### config.mk
export PLATFORM = sky130hd
export DESIGN_NAME = inst_fetch_resp
export DESIGN_NICKNAME = d
export VERILOG_FILES = /design/src/rtl/inst_fetch_resp.sv
export SDC_FILE = /design/constraint.sdc
export NUM_CORES = 1
export LEC_CHECK = 0
export CORE_ASPECT_RATIO = 1.5
export CORE_UTILIZATION = 43
export DETAILED_ROUTE_END_ITERATION = 8
export PLACE_DENSITY = 0.85
export SLEW_MARGIN = 20
export SYNTH_ARGS = -nofsm -noshare
export SYNTH_HDL_FRONTEND = slang
export SYNTH_SLANG_ARGS = --single-unit
### constraint.sdc
create_clock -name clk -period 2.6 [get_ports clk]
set_clock_uncertainty 0.15 [all_clocks]
set_input_delay 0.52 -clock clk [delete_from_list [all_inputs] [get_ports clk]]
set_output_delay 0.52 -clock clk [all_outputs]
set_load 0.02 [all_outputs]
### src/rtl/inst_fetch_resp.sv
// inst_fetch_resp
// Responder for the PC-stage fetch request. Reads one or two instructions over
// a single-outstanding SRAM-like bus and hands the pair to decode.
// Build option: FETCH_DUAL_EN -- when defined, both pc1 and pc2 are fetched and
// out_valid2 is raised for every non-exception pair; when undefined only pc1 is
// read, out_inst2 stays 0 and out_pc2 carries the latched pc2.
//
// Handshakes: out_valid/out_ready is a strict valid/ready pair -- once out_valid
// is high every out_* field holds until the cycle out_ready is sampled high; a
// pair transfers on a rising edge where both are high. On the bus, mem_req holds
// with a fixed mem_addr until mem_addr_ok, and a request is never withdrawn.
module inst_fetch_resp #(
   parameter logic [31:0] RESET_ADDR = 32'h0000_0000
) (
   input  logic        clk,
   input  logic        rst,
   input  logic        inst_rreq,
   input  logic [31:0] pc1,
   input  logic [31:0] pc2,
   input  logic        pc_is_exception,
   input  logic [6:0]  pc_exception_cause,
   input  logic        flush,
   output logic        stall,
   output logic        mem_req,
   output logic [31:0] mem_addr,
   input  logic        mem_addr_ok,
   input  logic        mem_data_ok,
   input  logic [31:0] mem_rdata,
   output logic        out_valid,
   input  logic        out_ready,
   output logic [31:0] out_pc1,
   output logic [31:0] out_inst1,
   output logic        out_valid2,
   output logic [31:0] out_pc2,
   output logic [31:0] out_inst2,
   output logic        out_is_exception,
   output logic [6:0]  out_exception_cause
);

   typedef enum logic [2:0] {
      IDLE  = 3'd0,
      RD1   = 3'd1,
      WT1   = 3'd2,
      RD2   = 3'd3,
      WT2   = 3'd4,
      OUT   = 3'd5,
      DRAIN = 3'd6
   } state_t;

   state_t state;
   // A flush seen while a read request is still waiting for mem_addr_ok
   logic   flush_pend;

   // Back-pressure the PC stage whenever a request is being worked on
   assign stall = (state != IDLE);

   // Fetch FSM with registered bus and decode-side outputs
   always_ff @(posedge clk or negedge rst) begin
      if (!rst) begin
         state               <= IDLE;
         flush_pend          <= 1'b0;
         mem_req             <= 1'b0;
         mem_addr            <= RESET_ADDR;
         out_valid           <= 1'b0;
         out_valid2          <= 1'b0;
         out_pc1             <= 32'd0;
         out_inst1           <= 32'd0;
         out_pc2             <= 32'd0;
         out_inst2           <= 32'd0;
         out_is_exception    <= 1'b0;
         out_exception_cause <= 7'd0;
      end else begin
         case (state)
            IDLE: begin
               if (inst_rreq && !flush) begin
                  out_pc1             <= pc1;
                  out_pc2             <= pc2;
                  out_inst1           <= 32'd0;
                  out_inst2           <= 32'd0;
                  out_is_exception    <= pc_is_exception;
                  out_exception_cause <= pc_is_exception ? pc_exception_cause : 7'd0;
                  flush_pend          <= 1'b0;
                  if (pc_is_exception) begin
                     // Faulty pc1: nothing to fetch, present the exception at once
                     state      <= OUT;
                     out_valid  <= 1'b1;
                     out_valid2 <= 1'b0;
                  end else begin
                     state    <= RD1;
                     mem_req  <= 1'b1;
                     mem_addr <= pc1;
                  end
               end
            end
            RD1: begin
               if (flush) flush_pend <= 1'b1;
               if (mem_addr_ok) begin
                  mem_req <= 1'b0;
                  state   <= (flush || flush_pend) ? DRAIN : WT1;
               end
            end
            WT1: begin
               if (flush) begin
                  // Data arriving with the flush is simply dropped
                  state <= mem_data_ok ? IDLE : DRAIN;
               end else if (mem_data_ok) begin
                  out_inst1 <= mem_rdata;
`ifdef FETCH_DUAL_EN
                  state      <= RD2;
                  mem_req    <= 1'b1;
                  mem_addr   <= out_pc2;
                  flush_pend <= 1'b0;
`else
                  state      <= OUT;
                  out_valid  <= 1'b1;
                  out_valid2 <= 1'b0;
`endif
               end
            end
`ifdef FETCH_DUAL_EN
            RD2: begin
               if (flush) flush_pend <= 1'b1;
               if (mem_addr_ok) begin
                  mem_req <= 1'b0;
                  state   <= (flush || flush_pend) ? DRAIN : WT2;
               end
            end
            WT2: begin
               if (flush) begin
                  state <= mem_data_ok ? IDLE : DRAIN;
               end else if (mem_data_ok) begin
                  out_inst2  <= mem_rdata;
                  state      <= OUT;
                  out_valid  <= 1'b1;
                  out_valid2 <= 1'b1;
               end
            end
`endif
            OUT: begin
               if (out_ready || flush) begin
                  state      <= IDLE;
                  out_valid  <= 1'b0;
                  out_valid2 <= 1'b0;
               end
            end
            DRAIN: begin
               // Swallow the read still owed by the bus; flushes change nothing here
               if (mem_data_ok) state <= IDLE;
            end
            default: begin
               state   <= IDLE;
               mem_req <= 1'b0;
            end
         endcase
      end
   end

endmodule

After elaboration in Yosys (flattened, before gate mapping)
Cells that the tools add are included.

Equality and inequality tests: 14. Bitwise gates (word level): 2. $add $sub $neg: 0. Multiply operators: 0. Multiplexer cells: 33. Reduce and logical (&&, ||, !) cells: 17. Div/mod/pow operators: 0. Order comparisons: 0. Shift operators: 0.

Operators by type and width (count): 2-to-1 mux 32 bit (3); one-hot mux 32 bit (2 select lines) (1); 2-to-1 mux 3 bit (9); != test 2 bit, second input constant (9); one-hot mux 3 bit (5 select lines) (1); 2-to-1 mux 1 bit (14); one-hot mux 1 bit (3 select lines) (3); AND reduction 4 bit (2); 2-to-1 mux 7 bit (1); equality test 3 bit, second input constant (2); AND reduction 3 bit (2); AND reduction 6 bit (1); nonzero test 3 bit (2); AND reduction 5 bit (1); nonzero test 2 bit (2); equality test 3 x 1 -> 1 bit, second input constant (1); equality test 3 x 2 -> 1 bit, second input constant (1); zero test 3 bit (1); != test 3 bit, second input constant (1); OR reduction 3 bit (1); logical OR 1 bit (2); NOT 1 bit (2); one-hot mux 1 bit (2 select lines) (1); AND reduction 2 bit (1); 2 further kinds (2).

Register bits after elaboration: 143. Logic and storage cells: 77. Bits of input ports: 111. Memory bits (read-only): 0. Memories kept: 0. Bits in latches: 0. Bits in writable memories: 0. Output and inout port bits: 172.

Depth between registers and ports, before layout
Gate-level depths: netlist of run 1.

Depth in word-level cells: 4. Gate-level depth with buffers: 6. Depth with buffers taken out: 3.

Worst setup path after synthesis of run 1
Ideal clock, no wire load.

Path kind: in2reg. Start point: input port flush. End point: register out_inst1[10]. Path slack: 0.703 ns. Path buffers: 3. Data required time: 2.329 ns. Data arrival time: 1.626 ns. Cell stages on the path: 5. Library setup time: 0.121 ns. Path through: buf_2 > or4_1 > buf_2 > buf_6 > a22o_1.

Longest elaborated chain between the ends: 4. Elaborated cells between the ends (all ways): 5. Those cells by class: 2 x eq/ne; 3 x reduce/logical.

Ends and longest elaborated chain: start, declared (RTL line 22) `input logic flush,`; zero test 1 bit (RTL line 75) `if (inst_rreq && !flush) begin`; logical AND 1 bit (RTL line 75); != test 2 bit (no source line); AND reduction 4 bit (no source line) (*); end signal, assigned (RTL line 107) `out_inst1 <= mem_rdata;`; end, declared (RTL line 32) `output logic [31:0] out_inst1,`.

Mark *: on every way between the ends. The rest lies on a longest branch, timed or not. A chain may end at the register's enable or synchronous reset.

Final worst setup path of run 1
Start point: register state[2]. End point: output port stall.

Longest elaborated chain between the ends: 1.

Ends and longest elaborated chain: start, declared (RTL line 50) `state_t state;`; start signal, assigned (RTL line 99) `state <= (flush || flush_pend) ? DRAIN : WT1;`; start signal, assigned (RTL line 105) `state <= mem_data_ok ? IDLE : DRAIN;`; nonzero test 3 bit (RTL line 55) `assign stall = (state != IDLE);`; end, declared (RTL line 23) `output logic stall,`.

Every way passes these cells.

==> impl_metrics.ini, run 1 <==
[worst_setup_path]
endpoint = stall
critical-path-max-stage-delay_ps = 500
path_cells = or3_1 > dlymetal6s2s_1
slowest_stage = sky130_fd_sc_hd__dfrtp_1
worstPathMaxFanout = 13
rr_endpoint = out_inst1[16]
cp.arrival_ps = 1520
critical_path.startpoint = state[2]
critPathKind = flip-flop to primary output
timing.rr.start = state[1]
ff2ff_path_depth = 5
start_kind = flip-flop
ff2ff_setup_slack_ps = 690
setup.worst_path.end_class = primary output
critPathRequiredTime_ps = 1930

[yosys]
ys_warn_count = 0
netlist.top_cell.by_area = sky130_fd_sc_hd__dfrtp_1
synth_edf_count = 0
asyncSetResetFlopFracSynth_pct = 100
synth_largest_type_area_fraction_pct = 62.5
synthDistinctLibCells = 34
yosysMostFrequentCell = sky130_fd_sc_hd__dfrtp_1
syn_inst = 388
mapped_cell_area_mm2 = 0.00569
synth.area.top_cells = sky130_fd_sc_hd__dfrtp_1 62%, sky130_fd_sc_hd__mux2_2 19%, sky130_fd_sc_hd__a22o_1 4.9%, sky130_fd_sc_hd__buf_4 4.5%, sky130_fd_sc_hd__mux2i_1 1.4%
syn-mean-instance-area_um2 = 14.7
ys_seq_elements = 142
synth.top_cells.by_count = 142 x sky130_fd_sc_hd__dfrtp_1, 97 x sky130_fd_sc_hd__mux2_2, 34 x sky130_fd_sc_hd__buf_4, 32 x sky130_fd_sc_hd__a22o_1, 15 x sky130_fd_sc_hd__buf_2
flip_flop_cell_with_the_highest_count_after_synthesis = sky130_fd_sc_hd__dfrtp_1
part_of_the_yosys_area_used_for_sequential_elements_pct = 62.5

[routing]
met1_length_mm = 5.07
wl_met2_mm = 7.56
wl_met3_mm = 1.24
routed.top_layer = met4
route.detailed.vias_per_inst = 4.97
drtAntennaViolNets = 0
drt_first_pass_iters = 6
via_count = 4053
finalWirelength_mm = 14.4
avgRoutedWirePerCell_um = 17.7
detail_route.drc_violations = 0
dr.first_iter.drc_count = 108

[global_route]
overflow = 0
antenna_found_initial = 0
track_usage_pct = 21.5
via_count_of_the_first_global_routing_pass = 4224
wire_length_of_the_first_global_routing_pass_mm = 21.7
largest_net_degree_at_the_start_of_global_routing = 74

[clocking]
cts.path.max_buffers = 2
root_buffer = sky130_fd_sc_hd__clkbuf_16
clock_insertion_delay_worst_skew_ps = 410
ctsHtreeMaxLevel = 4
post-cts-setup-buffers = 0
clock_sinks = 142
cts_tree = built
cts-buffers-inserted = 17
clkTransAtPathRegs_ps = 50

[sta]
final-hold-violation-count = 0
final_cycle_share_pct = 84.4
slew_violations = 0
max_slew.worst_pin.slew_ps = 682
setup_viol = 0
fin_setup_tns_ps = 0
fin_ws_ps = 406
max_slew_margin_pct = 54.5
max_freq_mhz = 456
grt_setup_unrepaired = false
finalWorstPathRequiredPeriod_ps = 2190

[power]
power.leakage_nw = 3.92
max-vdd-ir-drop_mv = 0.752
power-per-cell-area_mw_per_mm2 = 1270

[die]
die_area_mm2 = 0.0137
die_width_um = 95.9
core_area_mm2 = 0.0130
std_cell_rows = 51
start_util_pct = 43.9
design.portCount = 283
die_y_um = 143

[finish]
final_net_count = 756
area_growth_pct = 56.3
antennaDiodeCount = 0
post_route_cells_drive_above_1_share_pct = 21.8
fillCellCount = 909

[place]
hpwlAfterDp_mm = 10.3
globalplace.congestion = 0.740
placement.io_buffers = 249
place_worst_setup_slack_ps = 234

[worst_hold_path]
hold_class = flip-flop to flip-flop

[outcome]
status = finished, final reports clean

[flow_run]
timing.max_cap.violations = 0
## placed cells by master (no fill, tap or decap), types with 2 or more instances in the layout
cell and count:
sky130_fd_sc_hd__nand2b_1 3, sky130_fd_sc_hd__nor2_1 5, sky130_fd_sc_hd__clkinv_4 2, sky130_fd_sc_hd__buf_4 8, sky130_fd_sc_hd__nor4b_1 2, sky130_fd_sc_hd__dfrtp_1 142
sky130_fd_sc_hd__inv_6 3, sky130_fd_sc_hd__mux2i_1 8, sky130_fd_sc_hd__nor3b_1 2, sky130_fd_sc_hd__clkbuf_1 2, sky130_fd_sc_hd__a21oi_1 4, sky130_fd_sc_hd__a22o_1 32
sky130_fd_sc_hd__clkinvlp_4 3, sky130_fd_sc_hd__bufinv_16 3, sky130_fd_sc_hd__clkdlybuf4s50_1 247, sky130_fd_sc_hd__buf_12 5, sky130_fd_sc_hd__inv_1 9, sky130_fd_sc_hd__conb_1 33
sky130_fd_sc_hd__nand2_1 8, sky130_fd_sc_hd__clkbuf_16 17, sky130_fd_sc_hd__mux2_2 97
## stage by stage
stage               std cells  cell area (µm²)  utilization [%]  hold WS, ps  power, W
floorplan                 420             5810                -         74.4   0.00632
global placement          784             8290             64.0          337   0.00878
detailed placement        784             8290             64.0          340   0.00894
CTS                       816             8890             68.6          356    0.0114
global route              816             8890             68.6          364    0.0119
finish                    816             8890             68.6          350    0.0113
## how the worst min path moves through the flow
stage                        from       endpoint  depth (start not counted)
global placement    out_inst1[31]  out_inst1[31]                          1
global route          out_pc1[13]    out_pc1[13]                          1
CTS                   out_pc2[22]    out_pc2[22]                          1
finish               mem_addr[22]   mem_addr[22]                          1
floorplan                     rst     flush_pend                          0
detailed placement   out_inst1[9]   out_inst1[9]                          1
## power breakdown
group	switching [W]	internal (W)
sequential	0.000530	0.00321
clock	0.000932	0.00151
combinational	0.00243	0.00271
total	0.00389	0.00743
## worst max-delay path: cells and delay by family, from the launching register on
kind | cells | cell delay, ps
flops | 1 | 500
simple gates | 1 | 370
buf+inv | 1 | 250
## final cells by class
class                   count  area [µm²]  area share [%]
clock buffers              19         433            4.87
clock inverters            12         161            1.82
inverters                   9        33.8           0.380
multi-input cells         212        1850            20.8
flip-flops and latches    142        3550            40.0
well taps                 159         199            2.24
repair buffers            263        2670            30.0
## registers in the layout (all words and copies together) (netlist names)
signal               flops
mem_addr                32
mem_req                  1
out_is_exception         1
out_inst1               32
state                    3
out_exception_cause      7
out_pc1                 32
out_valid                1
flush_pend               1
out_pc2                 32
## timing repair
| item | CTS | global route |
|---|---|---|
| endpoints found under the setup margin | 0 | 1 |
| hold endpoints to repair | 15 | 0 |
| gates resized for setup | 0 | 1 |
| hold buffers | 1 | 0 |
## metal layers
layer  vias to the layer above  GRT usage (%)
li1                       1820              -
met3                        36           7.67
met2                       198           37.1
met4                         0           11.5
met1                      1999           22.5
met5                         -              0
## cell families (layout without fill, tap and decap cells)
logic type             count (synthesis)  in the layout  share of synthesized area, %
AO/OA/AOI/OAI                         45             45                          6.49
flip-flops                           142            142                          62.5
multiplexers                         105            105                          20.6
AND/OR/NAND/NOR                       28             28                          2.88
XOR/XNOR                               1              1                         0.154
other                                  1             33                        0.0659
buffers and inverters                 66            303                          7.32
Power figures use the tool's default switching activity.
==> inputs of run 2 (changes only) <==
--- a/config.mk
+++ b/config.mk
@@ -6,9 +6,9 @@
 export NUM_CORES = 1
 export LEC_CHECK = 0
 export CORE_ASPECT_RATIO = 1.5
-export CORE_UTILIZATION = 43
+export CORE_UTILIZATION = 36
 export DETAILED_ROUTE_END_ITERATION = 8
-export PLACE_DENSITY = 0.85
+export PLACE_DENSITY = 0.76
 export SLEW_MARGIN = 20
 export SYNTH_ARGS = -nofsm -noshare
 export SYNTH_HDL_FRONTEND = slang
==> constraint.sdc (replaced) <==
create_clock -name clk -period 1.85 [get_ports clk]
set_clock_uncertainty 0.15 [all_clocks]
set_input_delay 0.37 -clock clk [delete_from_list [all_inputs] [get_ports clk]]
set_output_delay 0.37 -clock clk [all_outputs]
set_load 0.02 [all_outputs]
==> impl_metrics.ini, run 2 (same netlist as run 1, synthesis figures left out) <==
[worst_setup_path]
cp.arrival_ps = 1350
ff2ff_setup_slack_ps = 20
path_cells = or3_4 > buf_6
critical-path-max-stage-delay_ps = 420
slowest_stage = sky130_fd_sc_hd__dfrtp_1
rr_endpoint = out_inst1[19]
worstPathMaxFanout = 3
timing.rr.start = state[1]
critPathKind = flip-flop to primary output
ff2ff_path_depth = 5
start_kind = flip-flop
critPathRequiredTime_ps = 1330
setup.worst_path.end_class = primary output

[place]
globalplace.congestion = 0.800
placement.io_buffers = 249
hpwlAfterDp_mm = 11.0
dp_cells = 831

[sta]
slew_violations = 0
final_cycle_share_pct = 101
fin_ws_ps = -15.5
final-hold-violation-count = 0
setup_viol = 1
finalWorstPathRequiredPeriod_ps = 1870
max_freq_mhz = 536
grt_setup_unrepaired = true

[die]
die_width_um = 105
start_util_pct = 37.2
die_area_mm2 = 0.0163
std_cell_rows = 55
die_y_um = 156
design.portCount = 283
core_area_mm2 = 0.0153

[finish]
seq_cell_area_mm2 = 0.00355
instances_no_fill = 866
post_route_cells_drive_above_1_share_pct = 23.8
antennaDiodeCount = 0
multiInputGateArea_mm2 = 0.00187
fillCellCount = 1286
area_growth_pct = 56.9
final_net_count = 766
utilization_pct = 58.4
most-common-layout-cells = 142 x sky130_fd_sc_hd__dfrtp_1, 138 x sky130_fd_sc_hd__dlygate4sd2_1, 109 x sky130_fd_sc_hd__clkdlybuf4s50_1, 97 x sky130_fd_sc_hd__mux2_2, 33 x sky130_fd_sc_hd__conb_1
layout_commonest_cell = sky130_fd_sc_hd__dfrtp_1

[clocking]
clkTransAtPathRegs_ps = 60
clock_sinks = 142
cts_tree = built
cts-buffers-inserted = 17
ctsHtreeMaxLevel = 4
root_buffer = sky130_fd_sc_hd__clkbuf_16
cts.path.max_buffers = 2
clock_insertion_delay_worst_skew_ps = 400

[outcome]
violations_in_the_final_reports = setup timing
status = complete, but fails checks

[routing]
wl_met3_um = 967
drtAntennaViolNets = 0
route.detailed.vias_per_inst = 4.75
finalWirelength_mm = 15.0
avgRoutedWirePerCell_um = 17.3
drt_first_pass_iters = 4
wl_met2_mm = 8.22
via_count = 4116
routed.top_layer = met4
detail_route.drc_violations = 0
dr.first_iter.drc_count = 171
met1_length_mm = 5.38

[global_route]
via_count_of_the_first_global_routing_pass = 4395
largest_net_degree_at_the_start_of_global_routing = 52
antenna_found_initial = 0
track_usage_pct = 18.2
wire_length_of_the_first_global_routing_pass_mm = 22.8
overflow = 0

[power]
power-per-cell-area_mw_per_mm2 = 1690
power.leakage_nw = 4.31
max-vdd-ir-drop_mv = 0.921

[worst_hold_path]
hold_class = input port to asynchronous set/reset pin

[flow_run]
timing.max_cap.violations = 0
run 2: changes by cell type in the layout (fill, tap and decap cells not counted), sizes merged:
cell,before,now
clkdlybuf4s50,247,109
dlygate4sd2,0,138
buf,14,24
clkbuf,19,20
clkinvlp,3,4
dlymetal6s2s,1,0
inv,12,11
run 2: worst max-delay path by stage:
| stage | from | end | slack, ps | cells after the start |
|---|---|---|---|---|
| after floorplan | flush | out_inst1[10] | 100 | 5 |
| after global placement | flush | mem_addr[9] | -340 | 5 |
| after detailed placement | flush | mem_addr[13] | -390 | 5 |
| after CTS | state[1] | stall | -60 | 2 |
| after global routing | state[1] | stall | -50 | 2 |
| final | state[1] | stall | -20 | 2 |
run 2: metal layers:
| layer | track usage [%] | vias to the layer above |
|---|---|---|
| li1 | - | 1841 |
| met1 | 19.1 | 2046 |
| met2 | 33.3 | 196 |
| met3 | 5.97 | 33 |
| met4 | 7.44 | 0 |
| met5 | 0 | - |
run 2: where the power goes:
part           switching [W]  internal (W)
combinational        0.00346       0.00297
sequential          0.000696       0.00451
clock                0.00133       0.00213
total                0.00548       0.00961
run 2: cell type report:
class | count | share of cell area [%]
Multi-Input combinational cell | 212 | 20.9
Tap cell | 199 | 2.79
Sequential cell | 142 | 39.8
Clock buffer | 19 | 4.85
Inverter | 9 | 0.378
Clock inverter | 12 | 1.84
Timing Repair Buffer | 273 | 29.4
run 2: worst max-delay path: cells and delay by family, from the launching register on:
kind | cells | cell delay [ps]
and+or+nand+nor | 1 | 380
DFF | 1 | 420
buffers and inverters | 1 | 140
run 2: repair_timing:
item                                   4_1_cts  5_1_grt
endpoints found under the hold margin       33        0
buffers inserted                             0        1
setup endpoints to repair                  171       56
gates cloned                                 0        2
gates resized for setup                    145        6
hold buffers                                 1        0
pin swaps                                    1        7
run 2: metrics by stage:
step / area [µm²] / TNS, ps / total power, W / hold WS [ps] / worst slack (ps)
after floorplan: 5810 / 0 / 0.00888 / -75.6 / 103
after global placement: 8430 / -39460 / 0.0124 / 143 / -341
after detailed placement: 8430 / -41810 / 0.0127 / 148 / -387
after CTS: 8860 / -59.0 / 0.0152 / 276 / -59.0
after global routing: 8930 / -66.9 / 0.0158 / 288 / -53.0
final: 8930 / -15.5 / 0.0151 / 278 / -15.5
